--- src/rtl/counter_scan_pkg.sv ---
// Shared constants and helpers for the counter / seven-segment scan controller.
// Segment patterns are {g,f,e,d,c,b,a}, active-low.
package counter_scan_pkg;

    localparam logic [6:0] SEG_0     = 7'b1000000;
    localparam logic [6:0] SEG_1     = 7'b1111001;
    localparam logic [6:0] SEG_2     = 7'b0100100;
    localparam logic [6:0] SEG_3     = 7'b0110000;
    localparam logic [6:0] SEG_4     = 7'b0011001;
    localparam logic [6:0] SEG_5     = 7'b0010010;
    localparam logic [6:0] SEG_6     = 7'b0000010;
    localparam logic [6:0] SEG_7     = 7'b1111000;
    localparam logic [6:0] SEG_8     = 7'b0000000;
    localparam logic [6:0] SEG_9     = 7'b0010000;
    localparam logic [6:0] SEG_A     = 7'b0001000;
    localparam logic [6:0] SEG_B     = 7'b0000011;
    localparam logic [6:0] SEG_C     = 7'b1000110;
    localparam logic [6:0] SEG_D     = 7'b0100001;
    localparam logic [6:0] SEG_E     = 7'b0000110;
    localparam logic [6:0] SEG_F     = 7'b0001110;
    localparam logic [6:0] SEG_BLANK = 7'b1111111;

    localparam logic DIR_UP   = 1'b0;
    localparam logic DIR_DOWN = 1'b1;

    function automatic logic [3:0] bcd_clamp(input logic [3:0] nib);
        if (nib > 4'd9) begin
            return 4'd9;
        end else begin
            return nib;
        end
    endfunction

endpackage

--- src/rtl/counter_scan_ctrl_tick_gen.sv ---
// Free-running prescaler producing a one-cycle tick every DIV clocks.
// A synchronous clear restarts the period from zero.
module tick_gen #(
    parameter int DIV = 4
) (
    input  logic clk,
    input  logic clr_n,
    input  logic clear,
    output logic tick
);

    localparam int CW = (DIV > 1) ? $clog2(DIV) : 1;
    localparam logic [CW-1:0] LAST = CW'(DIV - 1);

    logic [CW-1:0] cnt_r;

    // Prescaler counter: wraps at DIV-1, cleared on request.
    always_ff @(posedge clk or negedge clr_n) begin
        if (!clr_n) begin
            cnt_r <= '0;
        end else if (clear) begin
            cnt_r <= '0;
        end else if (cnt_r == LAST) begin
            cnt_r <= '0;
        end else begin
            cnt_r <= cnt_r + CW'(1);
        end
    end

    assign tick = (cnt_r == LAST);

endmodule

--- src/rtl/counter_scan_ctrl.sv ---
// Loadable up/down hex/BCD counter with a multiplexed seven-segment scan driver.
// All timing derives from clock-enable ticks; there are no derived clocks.
module counter_scan_ctrl
    import counter_scan_pkg::*;
#(
    parameter int DIGITS    = 4,
    parameter int COUNT_DIV = 100_000_000,
    parameter int SCAN_DIV  = 100_000
) (
    input  logic                  clk,
    input  logic                  clr_n,
    input  logic [4*DIGITS-1:0]   data,
    input  logic                  load,
    input  logic                  choose,
    input  logic                  enable,
    input  logic                  bcd,
    output logic [4*DIGITS-1:0]   q,
    output logic                  dir,
    output logic                  wrap,
    output logic [6:0]            seg,
    output logic [DIGITS-1:0]     scan
);

    localparam int W  = 4 * DIGITS;
    localparam int IW = (DIGITS > 1) ? $clog2(DIGITS) : 1;

    function automatic logic [6:0] seg_decode(input logic [3:0] nib);
        case (nib)
            4'h0: return SEG_0;
            4'h1: return SEG_1;
            4'h2: return SEG_2;
            4'h3: return SEG_3;
            4'h4: return SEG_4;
            4'h5: return SEG_5;
            4'h6: return SEG_6;
            4'h7: return SEG_7;
            4'h8: return SEG_8;
            4'h9: return SEG_9;
            4'hA: return SEG_A;
            4'hB: return SEG_B;
            4'hC: return SEG_C;
            4'hD: return SEG_D;
            4'hE: return SEG_E;
            4'hF: return SEG_F;
            default: return SEG_BLANK;
        endcase
    endfunction

    // Synchroniser bit order: {bcd, enable, choose, load}
    logic [3:0]        sync1_r, sync2_r;
    logic              load_d_r, choose_d_r;
    logic              load_p_s, choose_p_s, enable_s, bcd_s;
    logic              count_tick_s, scan_tick_s;
    logic [W-1:0]      q_r, loaded_s, step_next_s;
    logic              step_wrap_s, carry_v, dir_r, wrap_r, started_r;
    logic [3:0]        nib_v;
    logic [IW-1:0]     idx_r;
    logic [6:0]        seg_r;
    logic [DIGITS-1:0] scan_r;

    // Two-flop synchronisers plus edge-detect history for load and choose.
    always_ff @(posedge clk or negedge clr_n) begin
        if (!clr_n) begin
            sync1_r    <= 4'b0000;
            sync2_r    <= 4'b0000;
            load_d_r   <= 1'b0;
            choose_d_r <= 1'b0;
        end else begin
            sync1_r    <= {bcd, enable, choose, load};
            sync2_r    <= sync1_r;
            load_d_r   <= sync2_r[0];
            choose_d_r <= sync2_r[1];
        end
    end

    assign load_p_s   = sync2_r[0] & ~load_d_r;
    assign choose_p_s = sync2_r[1] & ~choose_d_r;
    assign enable_s   = sync2_r[2];
    assign bcd_s      = sync2_r[3];

    tick_gen #(.DIV(COUNT_DIV)) u_count_tick (
        .clk   (clk),
        .clr_n (clr_n),
        .clear (load_p_s),
        .tick  (count_tick_s)
    );

    tick_gen #(.DIV(SCAN_DIV)) u_scan_tick (
        .clk   (clk),
        .clr_n (clr_n),
        .clear (1'b0),
        .tick  (scan_tick_s)
    );

    // Load value and next step value; BCD steps clamp stray hex digits first.
    always_comb begin
        loaded_s    = data;
        step_next_s = '0;
        step_wrap_s = 1'b0;
        carry_v     = 1'b1;
        nib_v       = 4'h0;
        if (bcd_s) begin
            for (int i = 0; i < DIGITS; i++) begin
                loaded_s[4*i +: 4] = bcd_clamp(data[4*i +: 4]);
            end
        end else begin
            loaded_s = data;
        end
        if (bcd_s) begin
            for (int i = 0; i < DIGITS; i++) begin
                nib_v = bcd_clamp(q_r[4*i +: 4]);
                if (!carry_v) begin
                    step_next_s[4*i +: 4] = nib_v;
                end else if (dir_r == DIR_UP) begin
                    if (nib_v == 4'd9) begin
                        step_next_s[4*i +: 4] = 4'd0;
                    end else begin
                        step_next_s[4*i +: 4] = nib_v + 4'd1;
                        carry_v = 1'b0;
                    end
                end else begin
                    if (nib_v == 4'd0) begin
                        step_next_s[4*i +: 4] = 4'd9;
                    end else begin
                        step_next_s[4*i +: 4] = nib_v - 4'd1;
                        carry_v = 1'b0;
                    end
                end
            end
            step_wrap_s = carry_v;
        end else if (dir_r == DIR_UP) begin
            {step_wrap_s, step_next_s} = {1'b0, q_r} + {{W{1'b0}}, 1'b1};
        end else begin
            step_next_s = q_r - {{(W-1){1'b0}}, 1'b1};
            step_wrap_s = (q_r == '0);
        end
    end

    // Count register: load beats a simultaneous tick; wrap is a one-cycle pulse.
    always_ff @(posedge clk or negedge clr_n) begin
        if (!clr_n) begin
            q_r    <= '0;
            wrap_r <= 1'b0;
            dir_r  <= DIR_UP;
        end else begin
            if (load_p_s) begin
                q_r    <= loaded_s;
                wrap_r <= 1'b0;
            end else if (count_tick_s && enable_s) begin
                q_r    <= step_next_s;
                wrap_r <= step_wrap_s;
            end else begin
                wrap_r <= 1'b0;
            end
            if (choose_p_s) begin
                dir_r <= ~dir_r;
            end else begin
                dir_r <= dir_r;
            end
        end
    end

    // Digit scan: display stays dark until the first scan tick after reset.
    always_ff @(posedge clk or negedge clr_n) begin
        if (!clr_n) begin
            idx_r     <= '0;
            started_r <= 1'b0;
            scan_r    <= {DIGITS{1'b1}};
            seg_r     <= SEG_BLANK;
        end else begin
            if (scan_tick_s) begin
                idx_r     <= (idx_r == IW'(DIGITS - 1)) ? '0 : idx_r + IW'(1);
                started_r <= 1'b1;
            end else begin
                idx_r     <= idx_r;
                started_r <= started_r;
            end
            if (started_r) begin
                scan_r <= ~({{(DIGITS-1){1'b0}}, 1'b1} << idx_r);
                seg_r  <= seg_decode(q_r[4*idx_r +: 4]);
            end else begin
                scan_r <= {DIGITS{1'b1}};
                seg_r  <= SEG_BLANK;
            end
        end
    end

    assign q    = q_r;
    assign dir  = dir_r;
    assign wrap = wrap_r;
    assign seg  = seg_r;
    assign scan = scan_r;

endmodule

--- config.mk ---
export PLATFORM = sky130hd
export DESIGN_NAME = counter_scan_ctrl
export DESIGN_NICKNAME = d
export VERILOG_FILES = /design/src/rtl/counter_scan_pkg.sv /design/src/rtl/counter_scan_ctrl_tick_gen.sv /design/src/rtl/counter_scan_ctrl.sv
export SDC_FILE = /design/constraint.sdc
export NUM_CORES = 1
export LEC_CHECK = 0
export ABC_AREA = 1
export CORE_ASPECT_RATIO = 1.1
export CORE_UTILIZATION = 40
export DETAILED_ROUTE_END_ITERATION = 7
export GPL_TIMING_DRIVEN = 0
export PLACE_DENSITY = 0.61
export SYNTH_ARGS = -nofsm -noshare
export SYNTH_HDL_FRONTEND = slang
export SYNTH_SLANG_ARGS = --single-unit
--- constraint.sdc ---
create_clock -name clk -period 2.65 [get_ports clk]
set_clock_uncertainty 0.05 [all_clocks]
set_input_delay 0.53 -clock clk [delete_from_list [all_inputs] [get_ports clk]]
set_output_delay 0.53 -clock clk [all_outputs]
set_load 0.1 [all_outputs]
======== Word level (Yosys, flattened, before mapping) ========
Memories as Yosys holds them, arrays and structs flattened.
Cells that the tools add are included.
storage, ports and cells
  flip-flop bits (word level) ............. 86
  memory bits (read-only) ................. 112
  input bits .............................. 22
  logic and storage cells ................. 117
  memories ................................ 1
operators by class
  $add $sub $neg .......................... 13
  $lt $le $gt $ge ......................... 8
  eq/ne operators ......................... 7
  shift operators ......................... 2
  muxes and demuxes ....................... 60
  bitwise operators ....................... 6
  reduce and logical (&&, ||, !) cells .... 7
memories
  memory           words  bits a word  read ports  clocked after Yosys merged registers in  write ports  RTL line                 text
  (no name shown)  16     7            1           0                                        0            counter_scan_ctrl.sv:28  case (nib)
operators with widths
  cell                                                                   count
  4-bit 2-to-1 mux                                                       28
  16-bit 2-to-1 mux                                                      5
  27-bit 2-to-1 mux                                                      2
  4-bit > comparator (second input constant)                             8
  27-bit by 1-bit adder with 27-bit output (second input constant)       1
  27-bit equality test (second input constant)                           1
  1-bit 2-to-1 mux                                                       22
  16-bit by 1-bit adder with 17-bit output (second input constant)       1
  17-bit by 1-bit adder with 17-bit output (second input constant)       1
  17-bit equality test (second input constant)                           1
  17-bit 2-to-1 mux                                                      1
  4-bit by 1-bit adder with 4-bit output (second input constant)         4
  4-bit equality test (second input constant)                            4
  16-bit logical NOT                                                     1
  4-bit logical NOT                                                      4
  16-bit by 5-bit variable part select with 4-bit output                 1
  16-bit by 1-bit subtractor with 16-bit output (second input constant)  1
  4-bit by 1-bit subtractor with 4-bit output (second input constant)    4
  7-bit 2-to-1 mux                                                       1
  4-bit inverter                                                         1
  1-bit by 2-bit << shifter with 4-bit output (first input constant)     1
  1-bit inverter                                                         3
  2-bit by 1-bit adder with 2-bit output (second input constant)         1
  1-bit AND                                                              2
  4 further kinds                                                        4

======== Logic depth before layout (Yosys ltp) ========
  word-level depth ........................ 15
  mapped depth ............................ 15
  mapped depth without buffers ............ 15

======== Hierarchy ========
From an unflattened synthesis, not the netlist that was laid out.
second synthesis, totals
  cells, all modules ...................... 969
  area total of the unflattened synthesis .. 6,403.6 µm²
by module, submodules not included
  module                   instances  cells an instance  area an instance (µm²)  sequential area each (µm²)
  counter_scan_ctrl        1          605                3,744.8                 1,064.8
  tick_gen (u_count_tick)  1          219                1,651.6                 675.6
  tick_gen (u_scan_tick)   1          145                1,007.2                 425.4

======== Least setup slack after synthesis ========
No wires, ideal clock.
  kind .................................... register to register
  start point ............................. register q_r[1] (netlist: q[1])
  end point ............................... register q_r[9] (netlist: q[9])
  library setup time ...................... 0.116 ns
  arrival ................................. 2.498 ns
  slack ................................... -0.014 ns
  stages on the path, launching flop included .. 15
  buffers on the path ..................... 0
  cell sequence ........................... dfrtp_1 -> inv_1 -> ha_1 -> inv_1 -> nand3_1 -> o211ai_1 -> nand2_1 -> a21oi_4 -> nand2_1 -> nand2_1 -> nand2_1 -> nand2_1 -> nand2_1 -> nand2_1 -> nand2_1
on the way
  longest elaborated chain between the ends .. 13
  elaborated cells between the ends (all ways) .. 18
RTL lines
  item                                                             RTL line                                            text
  start: declaration                                               counter_scan_ctrl.sv:54                             logic [W-1:0] q_r, loaded_s, step_next_s;
  start signal: assignment                                         counter_scan_ctrl.sv:147                            q_r <= loaded_s;
  start signal: assignment                                         counter_scan_ctrl.sv:150                            q_r <= step_next_s;
  4-bit > comparator                                               counter_scan_pkg.sv:27                              if (nib > 4'd9) begin
  4-bit 2-to-1 mux                                                 counter_scan_pkg.sv:27
  4-bit 2-to-1 mux                                                 counter_scan_ctrl.sv:109                            if (bcd_s) begin
  4-bit equality test / 4-bit logical NOT (equally long branches)  counter_scan_ctrl.sv:115, counter_scan_ctrl.sv:122
  1-bit 2-to-1 mux, on equally long branches                       counter_scan_ctrl.sv:115, counter_scan_ctrl.sv:122
  1-bit 2-to-1 mux                                                 counter_scan_ctrl.sv:114                            end else if (dir_r == DIR_UP) begin
  1-bit 2-to-1 mux                                                 counter_scan_ctrl.sv:109
  1-bit 2-to-1 mux                                                 counter_scan_ctrl.sv:112                            if (!carry_v) begin
  1-bit 2-to-1 mux                                                 counter_scan_ctrl.sv:109
  4-bit 2-to-1 mux                                                 counter_scan_ctrl.sv:112
  16-bit 2-to-1 mux *                                              counter_scan_ctrl.sv:109
  16-bit 2-to-1 mux *                                              counter_scan_ctrl.sv:149                            end else if (count_tick_s && enable_s) begin
  16-bit 2-to-1 mux *                                              counter_scan_ctrl.sv:146                            if (load_p_s) begin
Mark *: on every way between the ends. The rest lies on a longest branch, timed or not. The select of a mux whose other input is x is not followed.
A chain may end at the register's enable or synchronous reset.

======== Worst setup path after layout ========
  start point ............................. register seg_r[5] (netlist: seg[5])
  end point ............................... output seg[5]
RTL lines
  item                      RTL line                  text
  start: declaration        counter_scan_ctrl.sv:58   logic [6:0] seg_r;
  start signal: assignment  counter_scan_ctrl.sv:180  seg_r <= seg_decode(q_r[4*idx_r +: 4]);
  end: declaration          counter_scan_ctrl.sv:20   output logic [6:0] seg,
No word-level cell between the ends.

==> flow_metrics.env <==
export IMPL_timing_final_crit_share_pct=97.3
export IMPL_start_util_pct=41.0
export IMPL_viasPerCell=5.20
export IMPL_tightest_slew_ns=1.01
export IMPL_ff_latch_area_sq_um=2170
export IMPL_seq_area_frac_synth_pct=35.1
export IMPL_synth_area_sq_um=6170
export IMPL_dieWidth_microns=120
export IMPL_critPathKind="register to output port"
export IMPL_path_cells="clkdlybuf4s50_1"
export IMPL_cp_data_required_time_ns=2.07
export IMPL_first_global_vias=5683
export IMPL_yosys_warnings=0
export IMPL_cts_clk_slew_worst_paths_ns=0.07
export IMPL_finalHoldViolCount=0
export IMPL_dp_hpwl_mm=12.7
export IMPL_hold_ws_ns=0.0544
export IMPL_slew_viol_final=0
export IMPL_num_rows=47
export IMPL_grt_usage_pct=22.8
export IMPL_io_buffers=50
export IMPL_irDropWorstVdd_v=0.000499
export IMPL_cts_num_sinks=86
export IMPL_rsz0062_at_grt="no"
export IMPL_die_area_sq_um=15900
export IMPL_status="finished, final reports clean"
export IMPL_cts_root_buffer="clkbuf_16"
export IMPL_tritoncts="done"
export IMPL_fillers=1638
export IMPL_n_antenna_cell=0
export IMPL_synth_edf_count=0
export IMPL_yosys_area_top_type_share_pct=30.4
export IMPL_postCtsSetupBuffers=0
export IMPL_drt_total_wl_mm=17.3
export IMPL_multi_input_area_sq_um=3410
export IMPL_gp_congestion=0.914
export IMPL_layout_nets=1024
export IMPL_hold_class="primary input to asynchronous set/reset pin"
export IMPL_die_h_microns=132
export IMPL_drive_gt1_share_pct=9.49
export IMPL_overflow=0
export IMPL_grt_pass1_wl_mm=28.4
export IMPL_synthesis_nets=962
export IMPL_hold_buffers=0
export IMPL_antenna_found_initial=0
export IMPL_clock_path_buffers=2
export IMPL_via_count=6171
export IMPL_ys_seq_elements=86
export IMPL_ys_flop_type="dfrtp_1"
export IMPL_postRouteAntennaNets=0
export IMPL_cp_end_kind="output port"
export IMPL_arrival_ns=2.00
export IMPL_area_delta_synth_final_pct=16.9
export IMPL_critical_path_slowest_cell="clkdlybuf4s50_1"
export IMPL_firstDrtPassIters=5
export IMPL_max_stage_delay_ns=1.13
export IMPL_drt_iter0_markers=460
export IMPL_grt_max_degree=59
export IMPL_synth_commonest_cells="nand2_1 (261), nor2_1 (110), inv_1 (105)"
export IMPL_start_kind="register"
export IMPL_ys_types=45
export IMPL_layout_min_cycle_time_ns=2.58
export IMPL_drc_errors=0
export IMPL_total_leakage_power_nw=3.53
export IMPL_crit_family="buffers and inverters"
export IMPL_worstPathMaxFanout=1
export IMPL_syn_inst=925
export IMPL_fmaxAchievable_mhz=388
export IMPL_total_power_mw=5.26
export IMPL_wire_per_inst_microns=14.5
export IMPL_clk_latency_ns=0.35
export IMPL_yosysMostFrequentCell="nand2_1"
export IMPL_syn_area_per_cell_sq_um=6.67
export IMPL_numCtsBuffers=9
export IMPL_cts_max_level=3
export IMPL_relSlewSlack_pct=32.3
export IMPL_yosys_area_top_type="dfrtp_1"
export IMPL_io_pins=51
export IMPL_maxCapViolations=0
export IMPL_setup_viol=0
export IMPL_p_per_area_nw_per_um2=729
export IMPL_crit_buf_inv=1
export IMPL_core_area_sq_um=15100
export IMPL_async_flop_share_pct=100
export IMPL_yosys_top_cells_area="dfrtp_1 (30%), nand2_1 (16%), nor2_1 (6.7%)"
-- where the power goes --
part           switching (mW)  internal (mW)  total [mW]
combinational            1.81          0.678        2.49
clock                   0.574          0.663        1.24
sequential              0.128           1.41        1.53
-- registers in the layout, summed over array words and instances, names as in the netlist --
name	flops
u_count_tick.cnt_r	27
u_scan_tick.cnt_r	17
q	16
seg	7
scan	4
sync1_r	4
sync2_r	4
idx_r	2
choose_d_r	1
dir	1
load_d_r	1
started_r	1
wrap	1
-- kinds of logic after synthesis --
kind of cell / after synthesis / synth area share, %
compound gates: 114 / 10.5
xor+xnor: 17 / 2.41
fa+ha+maj: 15 / 3.04
buf+inv: 146 / 9.57
flops: 86 / 35.1
simple gates: 547 / 39.4
-- worst paths after layout --
path | start | end | slack, ns | depth (start not counted)
worst max-delay path | seg[5] | seg[5] | 0.07 | 1
worst min-delay path | clr_n | u_count_tick.cnt_r[11] | 0.05 | 1
worst max register to register | q[0] | q[9] | 0.31 | 14
worst min register to register | sync1_r[1] | sync2_r[1] | 0.30 | 0
max in group asynchronous | clr_n | seg[1] | 1.81 | 2
min in group clk | sync1_r[1] | sync2_r[1] | 0.30 | 0
-- routing by layer --
| metal | GRT usage (%) | vias to the layer above | part of all wire (%) |
|---|---|---|---|
| li1 | - | 3116 | - |
| met1 | 30.8 | 2854 | 46 |
| met2 | 36.6 | 174 | 46 |
| met4 | 8.71 | 0 | 2.2 |
| met5 | 0 | - | 0 |
| met3 | 3.37 | 27 | 6.0 |
-- what timing repair did --
item | CTS | global route
cloned | 0 | 0
endpoints found under the setup margin | 5 | 1
gates resized for setup | 5 | 1
-- metrics by stage --
| step | TNS, ns | area, sq um | utilization, % | worst slack [ns] | cells |
|---|---|---|---|---|---|
| floorplan | 0 | 6170 | - | 0.0306 | 925 |
| global placement | -189.02 | 6920 | 46.0 | -2.68 | 1171 |
| detailed placement | 0 | 6940 | 46.1 | 0.313 | 1172 |
| CTS | 0 | 7210 | 47.9 | 0.00999 | 1187 |
| global route | 0 | 7210 | 47.9 | 0.0456 | 1187 |
| finish | 0 | 7210 | 47.9 | 0.0710 | 1187 |
-- layout by cell type, fill, tap and decap left out, types with 3 or more instances in the layout --
cell,synthesis,final
clkdlybuf4s50_1,0,43
o21ai_0,47,47
a21oi_1,42,42
clkbuf_16,0,9
inv_6,1,3
clkbuf_1,11,12
nor2_2,11,11
and3_1,3,3
xnor2_1,5,5
dfstp_2,11,11
nand4_1,17,17
inv_1,105,105
ha_1,15,15
dlygate4sd2_1,0,5
buf_2,16,16
nor3_1,27,27
a31oi_1,4,4
nand2_2,15,15
nand2_1,261,261
nor4_1,9,9
nand3_1,81,81
xor2_1,12,12
o311ai_0,3,3
o211ai_1,8,8
inv_2,9,9
dfrtp_1,75,74
nor2_1,110,110
-- area by class of cell --
cell class / count / area share (%)
Inverter: 116 / 6.11
Multi-Input combinational cell: 693 / 47.3
Clock buffer: 11 / 3.37
Timing Repair Buffer: 51 / 7.23
Clock inverter: 4 / 0.416
Sequential cell: 86 / 30.0
Buffer: 30 / 2.08
Tap cell: 196 / 3.40
(Power assumes the default switching activity.)
